$ cat config.mk
export PLATFORM = sky130hd
export DESIGN_NAME = intr_arbiter
export DESIGN_NICKNAME = d
export VERILOG_FILES = /design/src/rtl/intr_arbiter.sv
export SDC_FILE = /design/constraint.sdc
export NUM_CORES = 1
export LEC_CHECK = 0
export ABC_AREA = 1
export CAP_MARGIN = 20
export CORE_AREA = 10 10 74 51
export CTS_BUF_LIST = sky130_fd_sc_hd__clkbuf_4
export DETAILED_ROUTE_END_ITERATION = 10
export DIE_AREA = 0 0 84 61
export PLACE_DENSITY = 0.77
export REMOVE_ABC_BUFFERS = 1
export SETUP_SLACK_MARGIN = 0.05
export SLEW_MARGIN = 25
export SYNTH_ARGS = -nofsm -noshare
export SYNTH_HDL_FRONTEND = slang
export SYNTH_SLANG_ARGS = --single-unit
$ cat constraint.sdc
create_clock -name clock -period 3.6 [get_ports clock]
set_input_delay 0.36 -clock clock [delete_from_list [all_inputs] [get_ports clock]]
set_output_delay 0.36 -clock clock [all_outputs]
set_load 0.03 [all_outputs]
$ cat src/rtl/intr_arbiter.sv
// Round-robin arbiter sharing one interrupt handler among four requesters.
// Define INTR_ARB_PRIO_EN to make req[0] a fixed high-priority source.
module intr_arbiter #(
   parameter int NREQ     = 4,
   parameter int HOLD_MAX = 15
) (
   input  logic            clock,
   input  logic            reset,
   input  logic [NREQ-1:0] req,
   input  logic            ack,
   output logic [NREQ-1:0] grant,
   output logic [1:0]      grant_id,
   output logic            eql,
   output logic            busy,
   output logic            timeout
);

   typedef enum logic [1:0] {
      S_IDLE    = 2'd0,
      S_GRANT   = 2'd1,
      S_RELEASE = 2'd2
   } state_t;

   localparam logic [7:0] HOLD_C = 8'(HOLD_MAX);

   state_t          state_q, state_d;
   logic [NREQ-1:0] grant_q, grant_d;
   logic [1:0]      grant_id_q, grant_id_d;
   logic [1:0]      ptr_q, ptr_d;
   logic [7:0]      cnt_q, cnt_d;
   logic            timeout_q, timeout_d;
   logic [1:0]      win;
   logic            rel;

   // Scan p+1, p+2, ... (mod 4) and return the first requester found.
   function automatic logic [1:0] rr_pick(
      input logic [3:0] r,
      input logic [1:0] p
   );
      logic [7:0] dbl;
      logic [3:0] rot;
      logic [2:0] base;
      logic [1:0] off;
      dbl  = {r, r};
      base = {1'b0, p} + 3'd1;
      rot  = dbl[base +: 4];
      off  = 2'd0;
      for (int k = 3; k >= 0; k--) begin
         if (rot[k]) off = 2'(k);
      end
      return p + 2'd1 + off;
   endfunction

   always_comb begin
      win = rr_pick(req, ptr_q);
`ifdef INTR_ARB_PRIO_EN
      if (req[0]) win = 2'd0;
`endif
   end

   always_comb begin
      state_d    = state_q;
      grant_d    = grant_q;
      grant_id_d = grant_id_q;
      ptr_d      = ptr_q;
      cnt_d      = cnt_q;
      timeout_d  = 1'b0;
      rel        = 1'b0;
      case (state_q)
         S_IDLE: begin
            grant_d = '0;
            if (|req) begin
               state_d    = S_GRANT;
               grant_d    = NREQ'(1) << win;
               grant_id_d = win;
               cnt_d      = 8'd0;
            end
         end
         S_GRANT: begin
            if (ack) begin
               rel = 1'b1;
            end else if (!req[grant_id_q]) begin
               rel = 1'b1;
            end else if (cnt_q == HOLD_C) begin
               rel       = 1'b1;
               timeout_d = 1'b1;
            end else if (cnt_q != 8'hFF) begin
               cnt_d = cnt_q + 8'd1;
            end
            if (rel) begin
               state_d = S_RELEASE;
               grant_d = '0;
`ifdef INTR_ARB_PRIO_EN
               // Serving the priority source leaves the rotation untouched.
               if (grant_id_q != 2'd0) ptr_d = grant_id_q;
`else
               ptr_d = grant_id_q;
`endif
            end
         end
         S_RELEASE: begin
            state_d = S_IDLE;
            grant_d = '0;
         end
         default: begin
            state_d = S_IDLE;
            grant_d = '0;
            cnt_d   = 8'd0;
         end
      endcase
   end

   always_ff @(posedge clock or negedge reset) begin
      if (!reset) begin
         state_q    <= S_IDLE;
         grant_q    <= '0;
         grant_id_q <= 2'd0;
         ptr_q      <= 2'd3;
         cnt_q      <= 8'd0;
         timeout_q  <= 1'b0;
      end else begin
         state_q    <= state_d;
         grant_q    <= grant_d;
         grant_id_q <= grant_id_d;
         ptr_q      <= ptr_d;
         cnt_q      <= cnt_d;
         timeout_q  <= timeout_d;
      end
   end

   assign grant    = grant_q;
   assign grant_id = grant_id_q;
   assign eql      = |grant_q;
   assign busy     = (state_q == S_GRANT) || (state_q == S_RELEASE);
   assign timeout  = timeout_q;

endmodule

* Word level (Yosys, flattened, before mapping)
Index checks and enable logic that the tools add are counted.
Operators by class: eq/ne operators 10, bitwise logic cells 1, reductions and logical operators 8, $add $sub $neg 4, divide/modulo/power cells 0, multiplexer cells 25, shift operators 2, $lt $le $gt $ge 1, multipliers 0
Operators by type and width (number):
- two-way mux 8 bit | 5
- one-hot mux 8 bit (3 select lines) | 1
- two-way mux 2 bit | 6
- inequality test 2 bit (second input constant) | 5
- adder 8 x 1 -> 8 bit (second input constant) | 1
- equality test 8 x 4 -> 1 bit (second input constant) | 1
- two-way mux 1 bit | 8
- two-way mux 4 bit | 2
- inequality test 8 bit (second input constant) | 1
- one-hot mux 4 bit (2 select lines) | 1
- OR reduction 4 bit | 2
- indexed part select 8 x 4 -> 4 bit | 1
- AND reduction 2 bit | 3
- AND reduction 6 bit | 1
- one-hot mux 2 bit (2 select lines) | 1
- left shift 1 x 2 -> 4 bit (first input constant) | 1
- adder 2 x 1 -> 3 bit (second input constant) | 1
- < comparator 2 x 3 -> 1 bit (second input constant) | 1
- adder 2 x 1 -> 2 bit (second input constant) | 1
- adder 2 bit | 1
- binary-select mux 1 bit (select 2 bit) | 1
- equality test 2 x 1 -> 1 bit (second input constant) | 1
- equality test 2 bit (second input constant) | 1
- zero test 2 bit | 1
- 3 further kinds | 3
Storage, ports and cells: register bits 19, output and inout bits 9, memories 0, word-level logic and storage cells 57, memory bits (writable) 0, input port bits 7, memory bits (read-only) 0, bits in latches 0

* Logic depth before layout (Yosys ltp)
depth in word-level cells 10, gate-level depth with buffers 14, gate-level depth less buffers 14

* Least setup slack after synthesis
Ideal clock, no wire load.
path type reg-to-reg, from reg ptr_q[1], to reg grant_q[1] (netlist: grant[1]), period minus slack after synthesis 1783 ps, setup time 117 ps, cell stages (with the launch flop) 15, setup slack 1817 ps, path buffers 1, arrival 1666 ps, required time 3483 ps, cell sequence dfstp_2 > buf_2 > inv_1 > nand3_1 > nand2_1 > nand3_1 > nand2_1 > nand2_1 > ha_1 > xor2_1 > inv_1 > nand3_1 > nand2_1 > nand2_1 > nand2_1
On the way: longest elaborated chain between the ends 10, elaborated cells on any way between the ends 11, those cells by class add/sub (3); shift (2); mux (6)
Ends and longest elaborated chain:
- from (decl) | line 29 | logic [1:0] ptr_q, ptr_d;
- from (signal assigned) | line 125 | ptr_q <= ptr_d;
- adder 2 x 1 -> 3 bit | line 45 | base = {1'b0, p} + 3'd1;
- indexed part select 8 x 4 -> 4 bit | line 46 | rot = dbl[base +: 4];
- two-way mux 2 bit (4 in series) | line 49 | if (rot[k]) off = 2'(k);
- adder 2 bit * | line 51 | return p + 2'd1 + off;
- left shift 1 x 2 -> 4 bit * | line 74 | grant_d = NREQ'(1) << win;
- two-way mux 4 bit * | line 72 | if (|req) begin
- one-hot mux 4 bit (2 select lines) * | line 69 | case (state_q)
- to (signal assigned) | line 123 | grant_q <= grant_d;
- to (decl) | line 27 | logic [NREQ-1:0] grant_q, grant_d;
Mark *: on every way between the ends. The rest lies on a longest branch, timed or not. A chain may end at the register's enable or synchronous reset.

* Worst setup path in the final report
from reg ptr_q[0], to reg grant_q[3] (netlist: grant[3])
Same word-level chain as after synthesis.

==> results.py <==
metrics = {
    "die": {
        "core_um2": 2417,
        "chipWidth_um": 84,
        "row_count": 14,
        "die_y_um": 61,
        "start_util": 0.5336,
        "fp.dieArea_um2": 5124,
        "ios": 16,
    },
    "cts": {
        "cts_root_buffer": "clkbuf_4",
        "cts_tree": "done",
        "cts_resized": 0,
        "post-cts-setup-buffer-count": 0,
        "cts_buffers": 3,
        "htree_levels": 1,
        "clockBufferDepth": 2,
        "clk_latency_ns": 0.30,
        "clkTransAtPathRegs_ns": 0.11,
        "clock-sinks": 19,
        "ctsHoldBuffers": 0,
    },
    "logic_synthesis": {
        "synth_seq_cells": 19,
        "yosys_warnings": 0,
        "seq_area_frac_synth": 0.3705,
        "syn-cell-area_um2": 1290,
        "yosysTopAreaCellShare": 0.3298,
        "synth_top_cell_by_area": "dfrtp_1",
        "syn_inst": 184,
        "synth_cell_type_count": 30,
        "syn_area_per_cell_um2": 7.011,
        "synth_area_leaders": "dfrtp_1 33%, nand2_1 19%, nand3_1 9.3%, inv_1 6.1%, ha_1 5.8%",
    },
    "hold_path": {
        "whs_path_depth": 2,
        "hold_class": "reg2reg",
        "holdCritStartpoint": "state_q[0]",
        "worst_hold_path.endpoint": "state_q[0]",
    },
    "layout": {
        "final_cells": 234,
        "multiInputGateArea_um2": 709.4,
        "final-seq-area_um2": 478.0,
        "syn2layout_area_growth_pct": 16.68,
        "fillers": 212,
        "drive_above_1_share": 0.1040,
        "nets": 216,
        "fin_area_um2": 1505,
        "utilization": 0.6227,
        "num_antenna_cells": 0,
    },
    "timing": {
        "rsz0062_at_grt": "false",
        "max_slew_margin": 0.4312,
        "finalCriticalPeriod_ns": 2.074,
        "drv_slew": 0,
        "max_slew.worst_pin.slew_ns": 0.8505,
        "setup_viol_count_final": 0,
        "fin_tns_setup_ns": 0,
        "hold_viol": 0,
        "fin_crit_sh": 0.5760,
        "fin_skew_ns": 0.005782,
        "fmax_mhz": 482.3,
    },
    "grt": {
        "grt-ovfl-total": 0,
        "antenna_found_initial": 0,
        "grt_pass1_wl_um": 5002,
        "grt_max_degree": 20,
        "grt_use_total": 0.1194,
        "grt_pass1_vias": 1071,
    },
    "placed_design": {
        "dp_cells": 230,
        "gp_congestion": 0.9436,
        "numPortBuffers": 15,
        "dpl_cell_area_um2": 1475,
        "dpl.hpwl_um": 2341,
    },
    "drt": {
        "wirelength_um": 2985,
        "post_drt_wl_per_cell_um": 12.76,
        "drt-pass1-iter-count": 4,
        "via_per_inst": 5.197,
        "first_iter_violations": 134,
        "drc": 0,
        "vias": 1216,
        "final_antenna_net_count": 0,
    },
    "setup_path": {
        "worstSetupEndpointType": "flip-flop",
        "crit_type": "reg2reg",
        "arrival_ns": 2.29,
        "r2r_cells": 13,
        "reg2reg_to": "grant[3]",
        "crit_fanout": 6,
        "r2r_slack_ns": 1.53,
        "cp.required_ns": 3.81,
        "r2r-start": "ptr_q[0]",
        "start_kind": "flip-flop",
    },
    "power": {
        "p_per_area_nw_per_um2": 774.9,
        "peakVddDrop_v": 0.0005550,
        "leakage_nw": 0.7904,
    },
    "run": {
        "cap_violations": 0,
    },
    "run_status": {
        "status": "complete, no violations",
    },
}
worst max-delay path, stage by stage (launching register included):
cell and delay (ns):
dfstp_2 0.60, inv_2 0.09, nand2_1 0.09, nand3_1 0.08
nand2_1 0.11, nand3_1 0.08, nand2_1 0.06, nand2_1 0.06
ha_1 0.19, xor2_1 0.19, inv_1 0.06, nand3_1 0.10
nand2_1 0.10, o21bai_1 0.18
where the power goes:
part | internal, mW | switching (mW) | total [mW]
logic | 0.245 | 0.468 | 0.713
clock network | 0.0507 | 0.0664 | 0.117
registers | 0.279 | 0.0569 | 0.336
cell families (layout without fill, tap and decap cells):
family                     count (synthesis)  after routing  share of synthesized area
xor gates and xnor gates                   3              3                    0.02037
DFF                                       19             19                     0.3705
adders and majority gates                  6              6                    0.05819
and+or+nand+nor                          117            117                     0.4122
buffers and inverters                     27             45                    0.07953
AOI/OAI and AO/OA                         12             12                    0.05916
sequential cells by signal (all words and copies together), names as in the netlist:
name / flops
cnt_q: 8
grant: 4
grant_id: 2
ptr_q: 2
state_q: 2
timeout: 1
worst max path at each step:
| stage | from | end | slack, ns | cells after the start |
|---|---|---|---|---|
| after floorplan | ptr_q[0] | grant[1] | 1.83 | 14 |
| after global placement | req[0] | grant[1] | 1.47 | 14 |
| after detailed placement | req[0] | grant[3] | 1.39 | 13 |
| after CTS | state_q[0] | busy | 1.49 | 3 |
| after global routing | ptr_q[0] | grant[3] | 1.34 | 13 |
| final | ptr_q[0] | grant[3] | 1.53 | 13 |
cells in the final DEF (no fill, tap or decap), types with 2 or more instances in the layout:
cell type,n
clkdlybuf4s50_1,15
dfrtp_1,17
nor2_2,2
xor2_1,2
inv_2,4
nand3_1,24
inv_1,21
nor2_1,15
ha_1,6
o21ai_0,5
nor3_1,2
o21bai_1,3
clkbuf_4,4
nand2_1,64
dfstp_2,2
metal layers:
layer,GRT usage,wire length (µm),part of all wire
met5,0,0,0
met4,0.03563,29,0.0097
met3,0.04545,238,0.080
met2,0.1676,1227,0.41
met1,0.1643,1490,0.50
area by class of cell:
type	count	area share
well taps	32	0.02660
inverters	26	0.06484
multi-input cells	138	0.4713
repair buffers	15	0.09975
flip-flops and latches	19	0.3175
clock buffers	4	0.01995
synthesized netlist by cell type (all sizes together):
library cell	instances
dfstp	2
nand3	25
nand4	2
dfrtp	17
nor2	17
and2	1
nand3b	1
o21bai	3
a21oi	2
buf	1
inv	25
xor2	2
ha	6
a31oi	1
nand2	66
clkinv	1
nor3	4
xnor2	1
o21ai	6
or2	1
stage by stage:
stage               hold slack, ns  power, mW  setup WS, ns
floorplan                  0.06441     0.8460         1.831
global placement            0.4953      1.025         1.469
detailed placement          0.5027      1.048         1.391
CTS                         0.5322      1.173         1.495
global route                0.5490      1.284         1.337
finish                      0.5247      1.166         1.526
Power figures use the tool's default switching activity.
